## src/rtl/tetris_seq.sv

```systemverilog
`default_nettype none
// ============================================================================
// Module      : tetris_seq
// Description : Game phase sequencer for the Tetris datapath. Drives the
//               phase code, arbitrates button and gravity requests onto the
//               single move port, and counts landed pieces.
// Revision    : 1.0 - initial release
// ============================================================================
module tetris_seq #(
  parameter int DROP_TICKS   = 16,
  parameter int LAND_CYCLES  = 2,
  parameter int CLEAR_CYCLES = 2
) (
  input  logic        clka,
  input  logic        restart_n,
  input  logic        start,
  input  logic        btn_left,
  input  logic        btn_right,
  input  logic        btn_rotate,
  input  logic        touched,
  input  logic        error,
  output logic [3:0]  state,
  output logic [1:0]  move,
  output logic        move_valid,
  output logic        game_over,
  output logic [15:0] pieces
);

  localparam logic [3:0] c_ST_GEN      = 4'd0;
  localparam logic [3:0] c_ST_MOVE     = 4'd1;
  localparam logic [3:0] c_ST_LAND     = 4'd2;
  localparam logic [3:0] c_ST_CLEAR    = 4'd3;
  localparam logic [3:0] c_ST_NEWBOARD = 4'd4;
  localparam logic [3:0] c_ST_GAMEOVER = 4'd5;

  localparam logic [1:0] c_MV_LEFT   = 2'd0;
  localparam logic [1:0] c_MV_RIGHT  = 2'd1;
  localparam logic [1:0] c_MV_ROTATE = 2'd2;
  localparam logic [1:0] c_MV_DOWN   = 2'd3;

  localparam int c_GRAV_W = $clog2(DROP_TICKS);
  localparam int c_HOLD_MAX = (LAND_CYCLES > CLEAR_CYCLES) ? LAND_CYCLES : CLEAR_CYCLES;
  localparam int c_HOLD_W = $clog2(c_HOLD_MAX + 1);

  localparam logic [c_GRAV_W-1:0] c_GRAV_LAST  = c_GRAV_W'(DROP_TICKS - 1);
  localparam logic [c_HOLD_W-1:0] c_LAND_LAST  = c_HOLD_W'(LAND_CYCLES - 1);
  localparam logic [c_HOLD_W-1:0] c_CLEAR_LAST = c_HOLD_W'(CLEAR_CYCLES - 1);

  logic [3:0]          r_state;
  logic [1:0]          r_move;
  logic                r_move_valid;
  logic                r_game_over;
  logic [15:0]         r_pieces;
  logic [c_GRAV_W-1:0] r_gravity;
  logic [c_HOLD_W-1:0] r_hold;
  logic                r_pend_left, r_pend_right, r_pend_rotate, r_pend_drop;
  logic                r_after_go;

  logic [3:0]          w_state_nxt;
  logic [1:0]          w_move_nxt;
  logic                w_move_valid_nxt;
  logic [15:0]         w_pieces_nxt;
  logic [c_GRAV_W-1:0] w_gravity_nxt;
  logic [c_HOLD_W-1:0] w_hold_nxt;
  logic                w_pend_left_nxt, w_pend_right_nxt, w_pend_rotate_nxt, w_pend_drop_nxt;
  logic                w_in_move, w_drop_set, w_can_issue, w_flush;
  logic                w_iss_left, w_iss_right, w_iss_rotate, w_iss_drop;

  assign state      = r_state;
  assign move       = r_move;
  assign move_valid = r_move_valid;
  assign game_over  = r_game_over;
  assign pieces     = r_pieces;

  // State register plus all registered outputs and bookkeeping
  always_ff @(posedge clka or negedge restart_n) begin
    if (!restart_n) begin
      r_state       <= c_ST_NEWBOARD;
      r_move        <= c_MV_LEFT;
      r_move_valid  <= 1'b0;
      r_game_over   <= 1'b0;
      r_pieces      <= 16'd0;
      r_gravity     <= '0;
      r_hold        <= '0;
      r_pend_left   <= 1'b0;
      r_pend_right  <= 1'b0;
      r_pend_rotate <= 1'b0;
      r_pend_drop   <= 1'b0;
      r_after_go    <= 1'b0;
    end else begin
      r_state       <= w_state_nxt;
      r_move        <= w_move_nxt;
      r_move_valid  <= w_move_valid_nxt;
      r_game_over   <= (w_state_nxt == c_ST_GAMEOVER);
      r_pieces      <= w_pieces_nxt;
      r_gravity     <= w_gravity_nxt;
      r_hold        <= w_hold_nxt;
      r_pend_left   <= w_pend_left_nxt;
      r_pend_right  <= w_pend_right_nxt;
      r_pend_rotate <= w_pend_rotate_nxt;
      r_pend_drop   <= w_pend_drop_nxt;
      r_after_go    <= (r_state == c_ST_GAMEOVER) && (w_state_nxt == c_ST_NEWBOARD);
    end
  end

  // Phase transitions; unused codes fall back to NEWBOARD
  always_comb begin
    w_state_nxt = c_ST_NEWBOARD;
    case (r_state)
      c_ST_NEWBOARD: w_state_nxt = (r_after_go || start) ? c_ST_GEN : c_ST_NEWBOARD;
      c_ST_GEN:      w_state_nxt = error ? c_ST_GAMEOVER : c_ST_MOVE;
      c_ST_MOVE:     w_state_nxt = touched ? c_ST_LAND : c_ST_MOVE;
      c_ST_LAND:     w_state_nxt = (r_hold == c_LAND_LAST) ? c_ST_CLEAR : c_ST_LAND;
      c_ST_CLEAR:    w_state_nxt = (r_hold == c_CLEAR_LAST) ? c_ST_GEN : c_ST_CLEAR;
      c_ST_GAMEOVER: w_state_nxt = start ? c_ST_NEWBOARD : c_ST_GAMEOVER;
      default:       w_state_nxt = c_ST_NEWBOARD;
    endcase
  end

  // Move arbitration, pending bits, counters and piece tally
  always_comb begin
    w_in_move   = (r_state == c_ST_MOVE);
    w_drop_set  = w_in_move && (r_gravity == c_GRAV_LAST);
    // A move may issue only in MOVE, never alongside touched, and never back-to-back
    w_can_issue = w_in_move && !touched && !r_move_valid;

    w_iss_drop   = w_can_issue && (r_pend_drop | w_drop_set);
    w_iss_rotate = w_can_issue && !w_iss_drop && (r_pend_rotate | btn_rotate);
    w_iss_left   = w_can_issue && !w_iss_drop && !w_iss_rotate && (r_pend_left | btn_left);
    w_iss_right  = w_can_issue && !w_iss_drop && !w_iss_rotate && !w_iss_left
                   && (r_pend_right | btn_right);

    w_move_valid_nxt = w_iss_drop | w_iss_rotate | w_iss_left | w_iss_right;
    w_move_nxt = r_move;
    if (w_iss_drop)        w_move_nxt = c_MV_DOWN;
    else if (w_iss_rotate) w_move_nxt = c_MV_ROTATE;
    else if (w_iss_left)   w_move_nxt = c_MV_LEFT;
    else if (w_iss_right)  w_move_nxt = c_MV_RIGHT;

    // An issued bit survives only if it was already pending and a fresh request lands too
    w_flush = (w_in_move && touched) || (r_state == c_ST_GAMEOVER)
              || (w_state_nxt == c_ST_GAMEOVER);
    w_pend_left_nxt   = w_iss_left   ? (r_pend_left & btn_left)     : (r_pend_left | btn_left);
    w_pend_right_nxt  = w_iss_right  ? (r_pend_right & btn_right)   : (r_pend_right | btn_right);
    w_pend_rotate_nxt = w_iss_rotate ? (r_pend_rotate & btn_rotate) : (r_pend_rotate | btn_rotate);
    w_pend_drop_nxt   = w_iss_drop   ? (r_pend_drop & w_drop_set)   : (r_pend_drop | w_drop_set);
    if (w_flush) begin
      w_pend_left_nxt   = 1'b0;
      w_pend_right_nxt  = 1'b0;
      w_pend_rotate_nxt = 1'b0;
      w_pend_drop_nxt   = 1'b0;
    end

    w_gravity_nxt = '0;
    if (w_in_move && !w_drop_set) w_gravity_nxt = r_gravity + 1'b1;

    w_hold_nxt = '0;
    if (((r_state == c_ST_LAND) || (r_state == c_ST_CLEAR)) && (w_state_nxt == r_state))
      w_hold_nxt = r_hold + 1'b1;

    w_pieces_nxt = r_pieces;
    if ((r_state == c_ST_GAMEOVER) && (w_state_nxt == c_ST_NEWBOARD))
      w_pieces_nxt = 16'd0;
    else if ((r_state == c_ST_CLEAR) && (w_state_nxt == c_ST_GEN) && (r_pieces != 16'hFFFF))
      w_pieces_nxt = r_pieces + 16'd1;
  end

endmodule
`default_nettype wire
```

## config.mk

```make
export PLATFORM = sky130hd
export DESIGN_NAME = tetris_seq
export DESIGN_NICKNAME = d
export VERILOG_FILES = /design/src/rtl/tetris_seq.sv
export SDC_FILE = /design/constraint.sdc
export NUM_CORES = 1
export LEC_CHECK = 0
export CAP_MARGIN = 10
export CORE_MARGIN = 3
export CORE_UTILIZATION = 23
export DETAILED_ROUTE_END_ITERATION = 7
export PLACE_DENSITY = 0.46
export SYNTH_ARGS = -nofsm -noshare
export SYNTH_HDL_FRONTEND = slang
export SYNTH_SLANG_ARGS = --single-unit
```

## constraint.sdc

```tcl
create_clock -name clka -period 4.7 [get_ports clka]
set_input_delay 0.47 -clock clka [delete_from_list [all_inputs] [get_ports clka]]
set_output_delay 0.47 -clock clka [all_outputs]
set_load 0.02 [all_outputs]
```

==> flow_summary.ini <==
[outcome]
status = complete, no violations

[global_route]
antenna_found_initial = 0
grt_use_total_pct = 10.2
grt_pass1_vias = 1591
overflow = 0
grt_max_degree = 35
grt_first_pass_wirelength_um = 8070

[timing]
setup_viol_count_final = 0
fmax_ghz = 0.471
grt_setup_unrepaired = no
maxSlewViolCount = 0
fin_skew_ns = 0.0118
fin_crit_sh_pct = 45.2
final.setup.tns_ns = 0
slew_headroom_pct = 65.3
hold_viol = 0
fin_crit_ns = 2.12
tightest_slew_ns = 0.520

[synth]
synth_top_area_cell = dfrtp_1
syn_avg_cell_area_um2 = 10.1
synth_edf_count = 0
synthMuxAreaShare_pct = 1.54
syn-num-nets = 204
yosys_warnings = 0
synth_seq_cells = 34
synth_cell_types = 59
syn-cell-area_mm2 = 0.00196
synthXorXnorAreaFrac_pct = 0.896
synth_top_family_by_area = simple AND/OR/NAND/NOR gates
synthAdderAreaFrac_pct = 2.43
synth_top_area_share_pct = 42.2
yosys-top-cells-area = dfrtp_1 (42%), nand3_1 (3.1%), nor2_1 (3.1%), nand2_1 (2.7%), a211o_1 (2.7%)
synthSimpleGateAreaFrac_pct = 26.0
synth_cells = 193
synthArstFlopShare_pct = 100
ys_seq_area_share_pct = 43.6
synth-main-ff-cell = dfrtp_1
synth-compound-area-share_pct = 20.2

[layout]
final_cell_mix = dfrtp_1 (33), clkdlybuf4s50_1 (30), nor2_1 (16), nand2_1 (14), nand3_1 (12)
num_antenna_cells = 0
area_growth_pct = 24.6
drive_above_1_share_pct = 9.50
fin_nets = 231
final_common_cell = dfrtp_1

[routing]
routed_via_density = 4.86
wl_per_cell_um = 14.6
wirelength_um = 4760
ant_nets = 0
drc = 0
drt-initial-drc-count = 72
firstDrtPassIters = 5
routed-via-count = 1585

[worst_setup_path]
crit_fanout = 14
crit_buf_inv = 1
startpoint_type = flop
crit_path_cell_trace = clkdlybuf4s50_1
crit_required_ns = 4.23
cp_top_family = buffers and inverters
critPathSlowestCell = clkdlybuf4s50_1
end_kind = output port
critPathMaxStageDelay_ns = 0.71
critPathKind = flop to output port
cp.arrival_ns = 1.65

[clock_network]
clkLatencyLatePin_ns = 0.29
cts_root_buffer = clkbuf_8
cts_sinks = 34
clk_pin_slew_worst_paths_ns = 0.07
hold_buffers = 0
h-tree-depth = 2
cts_inserted_buffers = 5
cts_tree = built
max-clock-path-buffers = 2
cts_setup_buffers = 0
cts_resized = 0

[power_and_ir_drop]
ir_worst_vdd_uv = 256
internal-power_mw = 0.759
power_frac_comb_pct = 36.0
switching_share_pct = 39.4
leakagePower_nw = 0.993
seqPwrFrac_pct = 41.9
power.total_mw = 1.25
powerDensity_mw_per_mm2 = 514
power.share.clock_pct = 22.1
power_switching_mw = 0.493

[placed_design]
place.gp.congestion = 0.747
dpl.hpwl_um = 3280
port_buffers = 30

[min_path]
min_path_type = flop to flop

[floorplan]
fp.dieArea_mm2 = 0.00965
start_util_pct = 23.8
coreArea_mm2 = 0.00822
rows = 33
die_h_um = 98.2
io_pins = 32
fp.dieW_um = 98.2

[flow_run]
cap_violations = 0
==> stage by stage <==
stage | cells | instance area (um2) | util [%] | hold slack [ns] | setup WS [ns]
after detailed placement | 318 | 2320 | 28.3 | 0.428 | 2.51
after CTS | 326 | 2440 | 29.6 | 0.438 | 2.57
after floorplan | 193 | 1960 | - | 0.174 | 2.74
after global placement | 318 | 2320 | 28.3 | 0.423 | 2.57
after global routing | 326 | 2440 | 29.6 | 0.466 | 2.44
final | 326 | 2440 | 29.6 | 0.433 | 2.58
==> final timing paths <==
kind                       startpoint         end  slack [ns]  cells past startpoint
min                         r_hold[0]   r_hold[0]        0.43                      1
max                          state[1]    state[1]        2.58                      1
min reg2reg                 r_hold[0]   r_hold[0]        0.43                      1
max reg2reg                 r_hold[1]  pieces[14]        2.58                      6
min in group asynchronous   restart_n   pieces[6]        0.60                      2
max in group asynchronous   restart_n    state[2]        3.73                      2
==> registers in the layout, indices dropped and copies added, names as in the netlist, 2 cells and up <==
signal     count
state          3
move           2
pieces        16
r_gravity      4
r_hold         2
==> synthesized netlist by cell type, types with 2 or more instances <==
| cell type | instances |
|---|---|
| a211o_1 | 6 |
| a211oi_1 | 6 |
| a21oi_1 | 4 |
| a41oi_1 | 2 |
| and3_1 | 3 |
| and4_1 | 2 |
| buf_2 | 4 |
| buf_4 | 3 |
| buf_6 | 2 |
| clkbuf_1 | 2 |
| dfrtp_1 | 33 |
| ha_1 | 3 |
| inv_1 | 8 |
| mux2i_1 | 3 |
| nand2_1 | 14 |
| nand3_1 | 12 |
| nand4_1 | 5 |
| nand4b_1 | 2 |
| nor2_1 | 16 |
| nor3_1 | 5 |
| nor3b_1 | 6 |
| nor4_1 | 4 |
| o2111a_1 | 2 |
| o21ai_0 | 6 |
| o21bai_1 | 2 |
| o221ai_1 | 3 |
| or3_1 | 2 |
| or4_1 | 2 |
==> kinds of logic after synthesis <==
logic type | count (synthesis)
AND/OR/NAND/NOR | 83
AO/OA/AOI/OAI | 47
flip-flops | 34
buffers and inverters | 19
adder cells (fa/ha/maj) | 4
multiplexers | 3
XOR/XNOR | 2
other | 1
==> power by group through the flow <==
stage	sequential, mW	clock, mW	combinational (mW)
after floorplan	0.543	0	0.244
after global placement	0.531	0	0.455
after detailed placement	0.529	0	0.455
after CTS	0.524	0.289	0.458
after global routing	0.548	0.300	0.497
final	0.525	0.277	0.451
==> layout make-up <==
cell class | instances | area [um2]
fill | 885 | 5780
multi-input combinational | 140 | 1000
sequential | 34 | 852
timing repair buffer | 31 | 308
tap | 105 | 131
clock buffer | 5 | 68.8
clock inverter | 3 | 45.0
inverter | 8 | 30.0
==> routing by layer <==
layer  up-vias  global-route usage [%]  part of all wire [%]  wire length [um]
li1        792                       -                     -                 -
met1       752                    14.8                    53              2520
met2        35                    14.9                    42              2000
met3         6                    2.36                   3.5               166
met4         0                    3.78                   1.4                67
met5         -                       0                     0                 0
(Power assumes the default switching activity.)
